==> config.mk <==
export PLATFORM = sky130hd
export DESIGN_NAME = atm_keypad_frontend
export DESIGN_NICKNAME = d
export VERILOG_FILES = /design/src/rtl/atm_pkg.sv /design/src/rtl/atm_amount_accum.sv /design/src/rtl/atm_keypad_frontend.sv
export SDC_FILE = /design/constraint.sdc
export NUM_CORES = 1
export LEC_CHECK = 0
export CORE_UTILIZATION = 50
export CTS_CLUSTER_SIZE = 14
export DETAILED_ROUTE_END_ITERATION = 6
export PLACE_DENSITY = 0.81
export RECOVER_POWER = 25
export SLEW_MARGIN = 0
export SYNTH_ARGS = -nofsm -noshare
export SYNTH_HDL_FRONTEND = slang
export SYNTH_SLANG_ARGS = --single-unit
==> constraint.sdc <==
create_clock -name clk -period 10 [get_ports clk]
set_input_delay 3 -clock clk [delete_from_list [all_inputs] [get_ports clk]]
set_output_delay 3 -clock clk [all_outputs]
set_load 0.02 [all_outputs]
==> src/rtl/atm_pkg.sv <==
// rtl/atm_pkg.sv - key codes, session phase encoding and shared defaults for the ATM keypad front-end
package atm_pkg;

    localparam logic [3:0] KEY_ENTER    = 4'hA;
    localparam logic [3:0] KEY_CLEAR    = 4'hB;
    localparam logic [3:0] KEY_CANCEL   = 4'hC;
    localparam logic [3:0] KEY_DEPOSIT  = 4'hD;
    localparam logic [3:0] KEY_WITHDRAW = 4'hE;

    localparam int PIN_LEN_DEF = 4;

    typedef enum logic [2:0] {
        S_IDLE        = 3'd0,
        S_SELECT      = 3'd1,
        S_PIN         = 3'd2,
        S_AMOUNT      = 3'd3,
        S_DONE        = 3'd4,
        S_WAIT_REMOVE = 3'd5,
        S_LOCKED      = 3'd6
    } state_t;

    function automatic logic is_digit(input logic [3:0] k);
        return (k <= 4'd9);
    endfunction

endpackage

==> src/rtl/atm_amount_accum.sv <==
// rtl/atm_amount_accum.sv - decimal amount accumulator (clear, push digit, digit count, binary value)
module atm_amount_accum #(
    parameter int AMT_W      = 32,
    parameter int AMT_DIGITS = 9,
    localparam int CNT_W     = $clog2(AMT_DIGITS + 1)
) (
    input  logic             clk,
    input  logic             rst,
    input  logic             clear,
    input  logic             push,
    input  logic [3:0]       digit,
    output logic [AMT_W-1:0] value,
    output logic [CNT_W-1:0] count
);

    // value = value*10 + digit using shifts; digits past AMT_DIGITS are dropped
    always_ff @(posedge clk) begin
        if (rst || clear) begin
            value <= '0;
            count <= '0;
        end else if (push && (count < CNT_W'(AMT_DIGITS))) begin
            value <= (value << 3) + (value << 1) + AMT_W'(digit);
            count <= count + CNT_W'(1);
        end
    end

endmodule

==> src/rtl/atm_keypad_frontend.sv <==
// rtl/atm_keypad_frontend.sv - keypad/card session front-end for the ATM controller (option: ATM_KEY_TIMEOUT_EN)
module atm_keypad_frontend
    import atm_pkg::*;
#(
    parameter int PIN_LEN    = PIN_LEN_DEF,
    parameter int AMT_W      = 32,
    parameter int AMT_DIGITS = 9
`ifdef ATM_KEY_TIMEOUT_EN
    , parameter int TIMEOUT_CYC = 1000000
`endif
) (
    input  logic             clk,
    input  logic             rst,
    input  logic             card_in,
    input  logic             key_valid,
    input  logic [3:0]       key_code,
    input  logic             pin_incorrecto,
    input  logic             bloqueo,
    input  logic             balance_actualizado,
    input  logic             fondos_insuficientes,
    output logic             tarjeta_recibida,
    output logic             tipo_trans,
    output logic             add_digit,
    output logic [3:0]       digito,
    output logic             digito_stb,
    output logic             monto_stb,
    output logic [AMT_W-1:0] monto,
    output logic [2:0]       phase
);

    localparam int PIN_CW = $clog2(PIN_LEN + 1);
    localparam int AMT_CW = $clog2(AMT_DIGITS + 1);

    state_t              state, state_n;
    logic                card_q;
    logic [PIN_CW-1:0]   pin_cnt;
    logic [AMT_W-1:0]    acc_value;
    logic [AMT_CW-1:0]   amt_cnt;
    logic                timeout, cancel_ev, in_entry;
    logic                set_card, set_tipo, tipo_val, do_add, pin_done, pin_clr;
    logic                acc_clr, acc_push, monto_ld, go_idle;

    assign phase     = state;
    assign in_entry  = (state == S_SELECT) || (state == S_PIN) || (state == S_AMOUNT);
    assign cancel_ev = in_entry && ((key_valid && key_code == KEY_CANCEL) || timeout);

`ifdef ATM_KEY_TIMEOUT_EN
    localparam int TO_W = $clog2(TIMEOUT_CYC + 1);
    logic [TO_W-1:0] idle_cnt;

    assign timeout = in_entry && !key_valid && (idle_cnt == TO_W'(TIMEOUT_CYC - 1));

    // count consecutive key-less cycles while a session is waiting for input
    always_ff @(posedge clk) begin
        if (rst || !in_entry || key_valid)
            idle_cnt <= '0;
        else
            idle_cnt <= idle_cnt + TO_W'(1);
    end
`else
    assign timeout = 1'b0;
`endif

    atm_amount_accum #(
        .AMT_W      (AMT_W),
        .AMT_DIGITS (AMT_DIGITS)
    ) u_accum (
        .clk   (clk),
        .rst   (rst),
        .clear (acc_clr),
        .push  (acc_push),
        .digit (key_code),
        .value (acc_value),
        .count (amt_cnt)
    );

    // session state register
    always_ff @(posedge clk) begin
        if (rst)
            state <= S_IDLE;
        else
            state <= state_n;
    end

    // next state and per-cycle actions; bloqueo > card removal > cancel > status > key
    always_comb begin
        state_n  = state;
        set_card = 1'b0;
        set_tipo = 1'b0;
        tipo_val = 1'b0;
        do_add   = 1'b0;
        pin_done = 1'b0;
        pin_clr  = 1'b0;
        acc_clr  = 1'b0;
        acc_push = 1'b0;
        monto_ld = 1'b0;
        go_idle  = 1'b0;
        if (bloqueo) begin
            state_n = S_LOCKED;
        end else if (state != S_IDLE && state != S_LOCKED && !card_in) begin
            state_n = S_IDLE;
            go_idle = 1'b1;
            pin_clr = 1'b1;
            acc_clr = 1'b1;
        end else if (cancel_ev) begin
            state_n = S_WAIT_REMOVE;
        end else begin
            case (state)
                S_IDLE: begin
                    if (card_in && !card_q) begin
                        set_card = 1'b1;
                        state_n  = S_SELECT;
                    end
                end
                S_SELECT: begin
                    if (key_valid && (key_code == KEY_DEPOSIT || key_code == KEY_WITHDRAW)) begin
                        set_tipo = 1'b1;
                        tipo_val = (key_code == KEY_WITHDRAW);
                        state_n  = S_PIN;
                    end
                end
                S_PIN: begin
                    if (key_valid) begin
                        if (is_digit(key_code)) begin
                            do_add = (pin_cnt < PIN_CW'(PIN_LEN));
                        end else if (key_code == KEY_ENTER && pin_cnt == PIN_CW'(PIN_LEN)) begin
                            pin_done = 1'b1;
                            state_n  = S_AMOUNT;
                        end else if (key_code == KEY_CLEAR) begin
                            pin_clr = 1'b1;
                        end
                    end
                end
                S_AMOUNT: begin
                    if (pin_incorrecto) begin
                        pin_clr = 1'b1;
                        acc_clr = 1'b1;
                        state_n = S_PIN;
                    end else if (key_valid) begin
                        if (is_digit(key_code)) begin
                            acc_push = 1'b1;
                        end else if (key_code == KEY_CLEAR) begin
                            acc_clr = 1'b1;
                        end else if (key_code == KEY_ENTER && amt_cnt != '0) begin
                            monto_ld = 1'b1;
                            state_n  = S_DONE;
                        end
                    end
                end
                S_DONE: begin
                    if (balance_actualizado || fondos_insuficientes)
                        state_n = S_WAIT_REMOVE;
                end
                default: ;
            endcase
        end
    end

    // registered outputs, PIN counter and card edge history
    always_ff @(posedge clk) begin
        if (rst) begin
            card_q           <= 1'b0;
            tarjeta_recibida <= 1'b0;
            add_digit        <= 1'b0;
            digito_stb       <= 1'b0;
            monto_stb        <= 1'b0;
            digito           <= 4'd0;
            pin_cnt          <= '0;
            tipo_trans       <= 1'b0;
            monto            <= '0;
        end else begin
            card_q           <= card_in;
            tarjeta_recibida <= set_card;
            add_digit        <= do_add;
            digito_stb       <= pin_done;
            monto_stb        <= monto_ld;
            if (do_add)
                digito <= key_code;
            if (pin_clr)
                pin_cnt <= '0;
            else if (do_add)
                pin_cnt <= pin_cnt + PIN_CW'(1);
            if (go_idle)
                tipo_trans <= 1'b0;
            else if (set_tipo)
                tipo_trans <= tipo_val;
            if (go_idle)
                monto <= '0;
            else if (monto_ld)
                monto <= acc_value;
        end
    end

endmodule

==> summary.md <==
| Metric | Value |
|---|---|
| IR drop worst, VDD | `0.0559 mV` |
| R2r startpoint | `u_accum.value[0]$_SDFFE_PP0P_` |
| Later-pin clock latency in the skew report | `around 0.36 ns` |
| Tot GR Track Use | `24.4%` |
| Slew @ Worst Pin | `1.15 ns` |
| Die Y | `103 microns` |
| Final setup fails | `0` |
| H-Tree Depth | `3` |
| CP peak stage delay | `0.53 ns` |
| Clock Tree Root | `clkbuf_8` |
| Most common cell after layout, fill and taps aside | `nand2_1` |
| Worst path arrival time | `6.58 ns` |
| Maxcap violations | `0` |
| Synthesized flop and latch total | `84` |
| Switching share of power | `26.9%` |
| Initial Util | `52.1%` |
| Total wire length | `12500 microns` |
| Gpl congestion | `approximately 0.91` |
| Delay-heaviest family, CP | `compound AO/OA/AOI/OAI gates` |
| Pleak | `roughly 2.6 nW` |
| Relative slew slack | `a little under a quarter` |
| Count of pins over their slew limit | `0` |
| Worst Hold Launch | `monto[7]$_SDFFE_PP0P_` |
| Crit end category | `register` |
| Final instance area | `about 5900 sq um` |
| Mean post-synth cell area | `slightly below 8 sq um` |
| CP Max Fanout | `4` |
| Power share of the clock group | `38.4%` |
| Post-synth EDFFs | `0` |
| Skew final | `0.00945 ns` |
| RSZ-0062 raised after global routing | `no` |
| PortBufs | `55` |
| Tmin final | `roughly 6.3 ns` |
| Critical path launch point type | `input pin` |
| Status | `finished clean` |
| CTS buffer count | `9` |
| Post-synth cell types | `between 50 and 60` |
| Layout area overhead | `15.3%` |
| Crit path from | `key_code[3]` |
| Crit Path Class | `in2reg` |
| Row cnt | `36` |
| Max clock buf depth | `2` |
| Final hold viol count | `0` |
| Period utilization | `63.2%` |
| DR iter-0 viols | `about 210` |
| Largest net degree at the start of global routing | `36` |
| Diodes inserted | `0` |
| Power Density | `110 nW/um^2` |
| Count of hold-fix buffers inserted at cts | `0` |
| Total congestion overflow | `0` |
| CP cell instances | `clkdlybuf4s50_1 > inv_1 > fa_1 > inv_1 > fa_1 > a21o_2 > a221oi_2 > a21oi_1 > a211o_1 > a211o_2 > a211oi_2 > xor2_1 > o21ai_1` |
| CTS tree | `yes` |
| Flop pwr share | `a little over half` |
| Initial antenna violation count | `0` |
| Die area | `around 11000 sq um` |
| Post-Syn Area | `5140 sq um` |
| Number of global-route vias before repair | `4455` |
| Post-cts resize count | `0` |
| Pint | `0.476 mW` |
| Filler-free cell count of the finished design | `approximately 830` |
| Placed Area | `~5700 sq um` |
| WP buf/inv | `3` |
| Hold Path Class | `reg2reg` |
| Drt drc | `0` |
| Fmax | `0.158 GHz` |
| Main synth FF type | `dfxtp_1` |
| Die X-Extent | `between 100 and 150 microns` |
| Clk sinks | `84` |
| Register area share after synthesis | `32.7%` |
| Setup bufs post-CTS | `0` |
| DRT Pass-1 Iters | `5` |
| P_sw | `0.175 mW` |
| Antenna viol nets, final | `0` |
| Fraction of layout cells with a size suffix above 1 | `4.48%` |
| Via count | `between 4k and 5k` |
| Drt wl/cell | `15.2 microns` |
| # nets final | `763` |
| Via density | `5.74` |
| Reg clk slew, reported paths | `0.09 ns` |
| Commonest non-fill, non-tap cells in the layout | `nand2_1 (150), a21oi_1 (92), dfxtp_1 (84)` |
| Post-DP HPWL | `around 9400 microns` |
| Syn Nets | `728` |
| Syn Inst Count | `652` |
| Cell at the slowest stage of the critical path | `fa_1` |
| CP required | `approximately 10 ns` |
| Core Area | `9860 sq um` |
| FFs w/ async S/R, synth | `0%` |
| Power share of the combinational group | `around 8.7%` |
| Placed cells | `809` |
| Io pins | `56` |
| Setup TNS | `0 ns` |
| Synthesis Warnings | `0` |
| First-pass GRT wire length | `20500 microns` |
-- kinds of logic (layout without fill, tap and decap cells) --
kind of cell	count (synthesis)	after routing	synth area share, %
simple gates	253	253	21.9
mux	1	1	0.195
xor+xnor	29	29	4.94
compound gates	171	171	20.2
buf+inv	50	90	4.19
flops	84	84	32.7
fa+ha+maj	64	64	15.9
-- metal layers --
metal  wire, microns  vias up  track usage [%]
li1                -     2368                -
met5               0        -                0
met3             578       25             3.76
met2            5950      145             41.0
met4             288        0             11.3
met1            5710     2199             30.9
-- metrics by stage --
stage	hold slack (ns)	utilization, %	setup slack [ns]	power, mW
2_1_floorplan	0.424	-	4.08	0.390
3_3_place_gp	0.442	58.1	3.37	0.407
3_5_place_dp	0.448	58.1	3.32	0.409
4_1_cts	0.461	60.1	3.69	0.654
5_1_grt	0.481	60.1	3.51	0.678
6_report	0.456	60.1	3.68	0.651
-- power groups by stage --
stage          combinational (mW)  sequential [mW]  clock (mW)
5_1_grt                    0.0623            0.345       0.271
6_report                   0.0569            0.344       0.250
3_3_place_gp               0.0555            0.352           0
2_1_floorplan              0.0403            0.350           0
4_1_cts                    0.0573            0.344       0.253
3_5_place_dp               0.0570            0.352           0
-- cell type report --
type | count | area [sq um]
inverters | 16 | 60.1
flip-flops and latches | 84 | 1680
fillers | 857 | 3940
clock buffers | 9 | 124
well taps | 133 | 166
multi-input cells | 518 | 3250
repair buffers | 58 | 573
clock inverters | 7 | 75.1
-- state kept, by name, indices dropped and copies added (netlist names) --
signal and count:
u_accum.count 4, digito 4, monto 32, digito_stb 1
add_digit 1, u_accum.value 32, tipo_trans 1, monto_stb 1
card_q 1, tarjeta_recibida 1, phase 3, pin_cnt 3
-- synthesized netlist by cell type (all sizes together) (2+ instances only) --
master    n  area [sq um]
nand3    14          70.1
a21oi    92           460
and4      2          17.5
a31oi     7          43.8
xor2     10          87.6
o41ai     2          25.0
nor2     29           111
and2      4          25.0
buf      11          67.6
a221oi    3          32.5
a211o     2          18.8
nor2b     6          37.5
o211ai    4          30.0
ha       62           776
nand4    11          68.8
fa        2          40.0
or3       6          37.5
xnor2    19           166
a21o     10          76.3
dfxtp    84          1680
nand2   150           563
nand2b    5          31.3
o21ai    23           115
clkbuf   23          87.6
a211oi    5          42.5
o21a      5          37.5
o21bai    6          48.8
a21boi    3          22.5
nor3     10          50.1
and3      9          58.8
nand3b    2          15.0
inv      16          60.1
-- path summary, 6_finish.rpt --
path	to	slack [ns]	cells past startpoint
worst min register to register	monto[7]$_SDFFE_PP0P_	0.46	2
worst max-delay path	u_accum.value[30]$_SDFFE_PP0P_	3.68	13
worst min-delay path	monto[7]$_SDFFE_PP0P_	0.46	2
worst max register to register	u_accum.value[30]$_SDFFE_PP0P_	6.52	12
-- worst register-to-register path: stages, from the launching register on --
cell and delay (ns):
dfxtp_1 0.40, inv_1 0.08, fa_1 0.50, inv_1 0.07, fa_1 0.46, a21o_2 0.23, a221oi_2 0.37, a21oi_1 0.13
a211o_1 0.33, a211o_2 0.36, a211oi_2 0.24, xor2_1 0.16, o21ai_1 0.06
(Power assumes the default switching activity.)
